$ cat src/rtl/reg_write_queue.sv
// Ordered write-back buffer in front of the register file write port.
// Drains one entry per cycle and forwards the youngest pending value for two lookups.
module reg_write_queue #(
    parameter int DEPTH = 4,
    parameter int DW    = 16,
    parameter int AW    = 2,
    localparam int PW   = $clog2(DEPTH),
    localparam int CW   = $clog2(DEPTH) + 1
) (
    input  logic          clock_i,
    input  logic          reset_i,
    input  logic          flush_i,
    input  logic          in_valid_i,
    output logic          in_ready_o,
    input  logic [AW-1:0] in_reg_i,
    input  logic [DW-1:0] in_data_i,
    input  logic          drain_en_i,
    output logic          rf_write_o,
    output logic [AW-1:0] rf_wr_o,
    output logic [DW-1:0] rf_wd_o,
    input  logic [AW-1:0] q_rr1_i,
    input  logic [AW-1:0] q_rr2_i,
    output logic          fwd1_hit_o,
    output logic          fwd2_hit_o,
    output logic [DW-1:0] fwd1_data_o,
    output logic [DW-1:0] fwd2_data_o,
    output logic [CW-1:0] count_o,
    output logic          empty_o,
    output logic          full_o
);

    logic [AW-1:0] ent_reg_q  [DEPTH];
    logic [DW-1:0] ent_data_q [DEPTH];
    logic [PW-1:0] head_q, head_d, tail_q, tail_d;
    logic [CW-1:0] count_q, count_d;
    logic          push, pop;
    logic [PW-1:0] idx;

    assign empty_o    = (count_q == '0);
    assign full_o     = (count_q == CW'(DEPTH));
    assign count_o    = count_q;
    assign rf_write_o = !empty_o && drain_en_i && !flush_i;
    // A full queue still accepts when the head leaves in the same cycle.
    assign in_ready_o = !full_o || rf_write_o;
    assign rf_wr_o    = empty_o ? '0 : ent_reg_q[head_q];
    assign rf_wd_o    = empty_o ? '0 : ent_data_q[head_q];

    // Writes to register 0 are accepted but never stored.
    assign push = in_valid_i && in_ready_o && (in_reg_i != '0) && !flush_i;
    assign pop  = rf_write_o;

    always_comb begin
        head_d  = head_q;
        tail_d  = tail_q;
        count_d = count_q;
        if (flush_i) begin
            head_d  = '0;
            tail_d  = '0;
            count_d = '0;
        end else begin
            if (push) tail_d = tail_q + PW'(1);
            if (pop)  head_d = head_q + PW'(1);
            if (push && !pop)      count_d = count_q + CW'(1);
            else if (pop && !push) count_d = count_q - CW'(1);
        end
    end

    always_ff @(posedge clock_i or posedge reset_i) begin
        if (reset_i) begin
            head_q  <= '0;
            tail_q  <= '0;
            count_q <= '0;
            for (int i = 0; i < DEPTH; i++) begin
                ent_reg_q[i]  <= '0;
                ent_data_q[i] <= '0;
            end
        end else begin
            head_q  <= head_d;
            tail_q  <= tail_d;
            count_q <= count_d;
            if (push) begin
                ent_reg_q[tail_q]  <= in_reg_i;
                ent_data_q[tail_q] <= in_data_i;
            end
        end
    end

    // Walk oldest to youngest so the last match (youngest) wins.
    always_comb begin
        fwd1_hit_o  = 1'b0;
        fwd2_hit_o  = 1'b0;
        fwd1_data_o = '0;
        fwd2_data_o = '0;
        idx         = '0;
        for (int k = 0; k < DEPTH; k++) begin
            idx = head_q + PW'(k);
            if (CW'(k) < count_q) begin
                if (q_rr1_i != '0 && ent_reg_q[idx] == q_rr1_i) begin
                    fwd1_hit_o  = 1'b1;
                    fwd1_data_o = ent_data_q[idx];
                end
                if (q_rr2_i != '0 && ent_reg_q[idx] == q_rr2_i) begin
                    fwd2_hit_o  = 1'b1;
                    fwd2_data_o = ent_data_q[idx];
                end
            end
        end
    end

endmodule

$ cat config.mk
export PLATFORM = sky130hd
export DESIGN_NAME = reg_write_queue
export DESIGN_NICKNAME = d
export VERILOG_FILES = /design/src/rtl/reg_write_queue.sv
export SDC_FILE = /design/constraint.sdc
export NUM_CORES = 1
export LEC_CHECK = 0
export CORE_ASPECT_RATIO = 2
export CORE_MARGIN = 1.5
export CORE_UTILIZATION = 35
export CTS_BUF_LIST = sky130_fd_sc_hd__clkbuf_2
export DETAILED_ROUTE_END_ITERATION = 6
export PLACE_DENSITY_LB_ADDON = 0.15
export SYNTH_ARGS = -nofsm -noshare
export SYNTH_HDL_FRONTEND = slang
export SYNTH_SLANG_ARGS = --single-unit
$ cat constraint.sdc
create_clock -name clock_i -period 5.5 [get_ports clock_i]
set_clock_uncertainty 0.1 [all_clocks]
set_input_delay 1.65 -clock clock_i [delete_from_list [all_inputs] [get_ports clock_i]]
set_output_delay 1.65 -clock clock_i [all_outputs]
set_load 0.1 [all_outputs]
* Yosys cells after proc, flatten, opt, wreduce, memory -nomap -nowiden *
Cells that the tools add are included.

operators by class
  $add $sub $neg = 6
  magnitude comparators = 10
  equal/unequal tests = 9
  mux-type cells = 71
  bitwise logic cells = 5
  reductions and logical operators = 29

operator list
  kind                   number
  $mux W16               26
  $bmux W16 S2           4
  $bwmux W64             1
  $demux W16 S2          1
  $mux W2                14
  $bmux W2 S2            4
  $eq A2 B2 Y1           8
  $logic_and A1 B1 Y1    16
  $mux W1                16
  $ge A3 B3 Y1 const B   5
  $not A2 Y3             5
  $reduce_bool A2 Y1     5
  $mux W3                3
  $bwmux W8              1
  $lt A1 B3 Y1 const A   2
  $lt A2 B3 Y1 const A   2
  $logic_not A1 Y1       5
  $add A2 B1 Y2 const B  2
  $add A2 B2 Y2 const B  2
  $demux W2 S2           1
  $add A3 B1 Y3 const B  1
  $eq A3 B3 Y1 const B   1
  $logic_not A3 Y1       1
  $lt A3 B1 Y1 const B   1
  other kinds (3)        3

storage, ports and cells
  bits in registers = 79
  input bits = 27
  output and inout port bits = 59
  logic and storage cells = 141

* Logic depth before layout (Yosys ltp) *
Gate-level depths: netlist (run 1).

  depth in word-level cells = 14
  mapped depth = 9
  mapped depth without buffers = 8

* Least setup slack after synthesis (run 1) *
Ideal clock, no wire load.

  path type = input to output
  start point = in q_rr2_i[0]
  end point = out fwd2_data_o[15]
  arrival = 5.300 ns
  data required time = 3.750 ns
  setup slack = -1.550 ns
  cell stages on the path = 7
  path buffers = 2
  path through = buf_1 > nor2b_1 > mux2i_1 > a21oi_2 > clkbuf_1 > o211ai_1 > a221oi_1

between the ends
  word-level cells in the longest chain between the ends = 10
  elaborated cells on any way between the ends = 17
  those cells by class = eq/ne: 4; mux: 8; reduce/logical: 5

RTL lines
  element                                                    RTL line  source
  from (decl)                                                22        input logic [AW-1:0] q_rr2_i,
  $eq A2 B2 Y1 / $reduce_bool A2 Y1 (equally long branches)  102       if (q_rr2_i != '0 && ent_reg_q[idx] == q_rr2_i) begin
  $logic_and A1 B1 Y1                                        102
  $mux W16                                                   102
  $mux W16                                                   97        if (CW'(k) < count_q) begin
  $mux W16                                                   102
  $mux W16                                                   97
  $mux W16                                                   102
  $mux W16                                                   97
  $mux W16                                                   102
  $mux W16 (*)                                               97
  to (decl)                                                  26        output logic [DW-1:0] fwd2_data_o,

Mark *: on every way between the ends. The rest lies on a longest branch, timed or not.

* Worst setup path in the final report (run 1) *
  start point = in q_rr1_i[0]
  end point = out fwd1_data_o[2]

between the ends
  word-level cells in the longest chain between the ends = 10
  elaborated cells on any way between the ends = 17
  those cells by class = eq/ne: 4; mux: 8; reduce/logical: 5

RTL lines
  element                                                    RTL line  source
  from (decl)                                                21        input logic [AW-1:0] q_rr1_i,
  $eq A2 B2 Y1 / $reduce_bool A2 Y1 (equally long branches)  98        if (q_rr1_i != '0 && ent_reg_q[idx] == q_rr1_i) begin
  $logic_and A1 B1 Y1                                        98
  $mux W16                                                   98
  $mux W16                                                   97
  $mux W16                                                   98
  $mux W16                                                   97
  $mux W16                                                   98
  $mux W16                                                   97
  $mux W16                                                   98
  $mux W16 (*)                                               97
  to (decl)                                                  25        output logic [DW-1:0] fwd1_data_o,

Marks and branches as above.

==> results of run 1 <==
==> registers in the layout, indices dropped and copies added (netlist names) <==
register    flops
ent_data_q     64
ent_reg_q       8
count_o         3
head_q          2
tail_q          2
==> timing repair <==
action,4_1_cts,5_1_grt
endpoints found under the setup margin,32,17
buffers inserted,4,2
cloned,0,0
hold buffers,0,0
pin swaps,3,4
resized for setup,32,7
==> cell type report <==
class                           instances  area [um^2]
Clock buffer                            9         45.0
Fill cell                            1690         9260
Clock inverter                          7         86.3
Tap cell                              219          274
Inverter                                9         33.8
Antenna cell                            1         2.50
Multi-Input combinational cell        472         5040
Timing Repair Buffer                  163         1930
Sequential cell                        79         1980
==> placed cells by master, fill, tap and decap left out, types with 3 or more instances in the layout <==
cell type	Yosys	routed
mux2_2	91	91
buf_4	4	82
dfrtp_1	79	77
nor2_1	61	61
buf_12	0	48
mux4_2	40	40
o211ai_1	34	34
a221oi_4	0	32
clkdlybuf4s50_1	0	26
nand2_1	23	23
and2_1	21	21
mux2i_1	22	21
a21oi_1	20	19
o21ai_0	20	17
a2111oi_2	11	16
clkbuf_2	0	9
inv_1	9	8
a2111oi_0	21	8
ha_1	8	8
nor2b_1	8	7
xnor2_1	5	5
a2111oi_1	0	5
nand2b_1	4	4
nor3_1	4	4
o21ai_1	2	3
xor2_1	3	3
nand3_1	3	3
a2111oi_4	0	3
dlygate4sd2_1	0	3
==> metrics by stage <==
stage          area (um^2)  TNS [ns]  std cells
6_report              9400         0        959
5_1_grt               9400    -0.468        959
4_1_cts               9340         0        956
3_5_place_dp          9080     -9.71        936
3_3_place_gp          9080     -8.35        936
2_1_floorplan         7220         0        610
==> worst paths after layout <==
kind | endpoint | slack (ns) | depth (start not counted)
min | ent_data_q[22]$_DFFE_PP0P_ | 0.48 | 1
max in group asynchronous | ent_data_q[30]$_DFFE_PP0P_ | 3.17 | 3
min in group asynchronous | ent_data_q[50]$_DFFE_PP0P_ | 1.27 | 2
max reg2reg | ent_data_q[36]$_DFFE_PP0P_ | 2.78 | 7
min reg2reg | ent_data_q[22]$_DFFE_PP0P_ | 0.48 | 1
max | fwd1_data_o[2] | 0.008 | 11
==> metal layers <==
layer / vias up / share of wire
li1: 2659 / -
met1: 2931 / 0.36
met2: 196 / 0.55
met3: 71 / 0.042
met4: 0 / 0.050
met5: - / 0
==> cell families (layout without fill, tap and decap cells) <==
family                     Yosys count  in the layout  synth area share
DFF                                 79             79             0.299
other                                0              1                 0
xor gates and xnor gates             9              9            0.0130
AOI/OAI and AO/OA                  160            160             0.197
buffers and inverters               59            188            0.0442
adders and majority gates            9              9            0.0166
muxes                              155            155             0.328
and+or+nand+nor                    139            139             0.103
==> results.json, run 1 <==
{
  "outcome": "finished clean",
  "die_w_um": 100,
  "antenna_left": 0,
  "hold_path_class": "reg2reg",
  "cp.required_ns": 3.75,
  "port_buffers": 85,
  "fin_crit_sh": 0.999,
  "syn_avg_cell_area_um2": 10.9,
  "dieArea_um2": 19800,
  "die_h_um": 197,
  "routed_wirelength_um": 23100,
  "cts-root-buf": "clkbuf_2",
  "layout-drive-gt1-share": 0.486,
  "cp_cell_sequence": "clkdlybuf4s15_2 -> buf_4 -> nor2b_1 -> o21ai_1 -> o22ai_2 -> buf_12 -> buf_4 -> a2111oi_0 -> buf_4 -> a221oi_4 -> buf_12",
  "max_cap_viol_count": 0,
  "tritoncts": "yes",
  "routabilityCongestion": 0.879,
  "start_util": 0.355,
  "hpwl_um": 16800,
  "crit_path_start_kind": "primary input",
  "ys_seq_elements": 79,
  "grt_pass1_wl_um": 35700,
  "cts_buffers": 9,
  "finalHoldViolCount": 0,
  "io-pin-count": 86,
  "h-tree-depth": 3,
  "dominantRegCellSynth": "dfrtp_1",
  "rsz0062_at_grt": "yes",
  "hold_start": "ent_data_q[22]$_DFFE_PP0P_",
  "grt_use_total": 0.242,
  "rows": 71,
  "fmax_mhz": 182,
  "worst_slew_pin_slew_ns": 0.970,
  "grt_max_degree": 50,
  "clock_path_buffers": 2,
  "synth.largest_area_cell": "dfrtp_1",
  "worstSetupEndpointType": "output pin",
  "dr.pass1.iters": 4,
  "startpoint": "q_rr1_i[0]",
  "cts.sinks": 79,
  "clk_latency_ns": 0.63,
  "final_net_count": 769,
  "vias": 5857,
  "slew_headroom": 0.352,
  "path_clk_slew_ns": 0.20,
  "yosysWarnings": 0,
  "post-place-ws_ns": -0.412,
  "holdWs_ns": 0.476,
  "routed_via_density": 6.11,
  "antenna_found_initial": 1,
  "worst_slack_ns": 0.00770,
  "drt_iter0_markers": 385,
  "top_usage_layer": "met2",
  "synthArstFlopShare": 1.00,
  "setup_viol": 0,
  "crit_top_cell": "buf_4",
  "slowest_stage": "a221oi_4",
  "critical_path_buf_inv_count": 6,
  "synth_edf_count": 0,
  "grtUsageMet1": 0.253,
  "fin_util": 0.504,
  "met2_usage": 0.449,
  "yosysUniqueCellTypes": 54,
  "cp.arrival_ns": 3.74,
  "ys_top_cells_by_count": "mux2_2, dfrtp_1, nor2_1",
  "core_um2": 18700,
  "synth_nets": 645,
  "worstReg2RegStart": "count_o[1]$_DFFE_PP0P_",
  "syn_to_final_growth_pct": 41.9,
  "wl_per_cell_um": 24.0,
  "critical_path.top_delay_family": "buffers and inverters",
  "ys_seq_area_frac": 0.299,
  "period_needed_ns": 5.49,
  "grt_pass1_vias": 6317,
  "post-synth-top-area-fraction": 0.299,
  "gr-usage-met3": 0.0329,
  "slowest_delay_ns": 0.32,
  "crit_type": "in2out",
  "drc": 0,
  "slew_violations": 0,
  "syn_area_um2": 6620,
  "synth_cells": 610,
  "synthTopCellsByArea": "dfrtp_1, mux2_2, mux4_2",
  "yosysMostFrequentCell": "mux2_2",
  "overflow": 0,
  "critical_path.max_fanout": 10
}
Power of run 1 is left out: the tool's default activity adds up to more than one toggle a clock period on the data nets, which glitch-free logic cannot reach.
==> inputs of run 2 (changes only) <==
SLEW_MARGIN = 0   (was unset)
==> results of run 2 <==
The final DEF is identical to that of run 1; final timing and power are the same.
Power of run 2 is left out for the same reason.
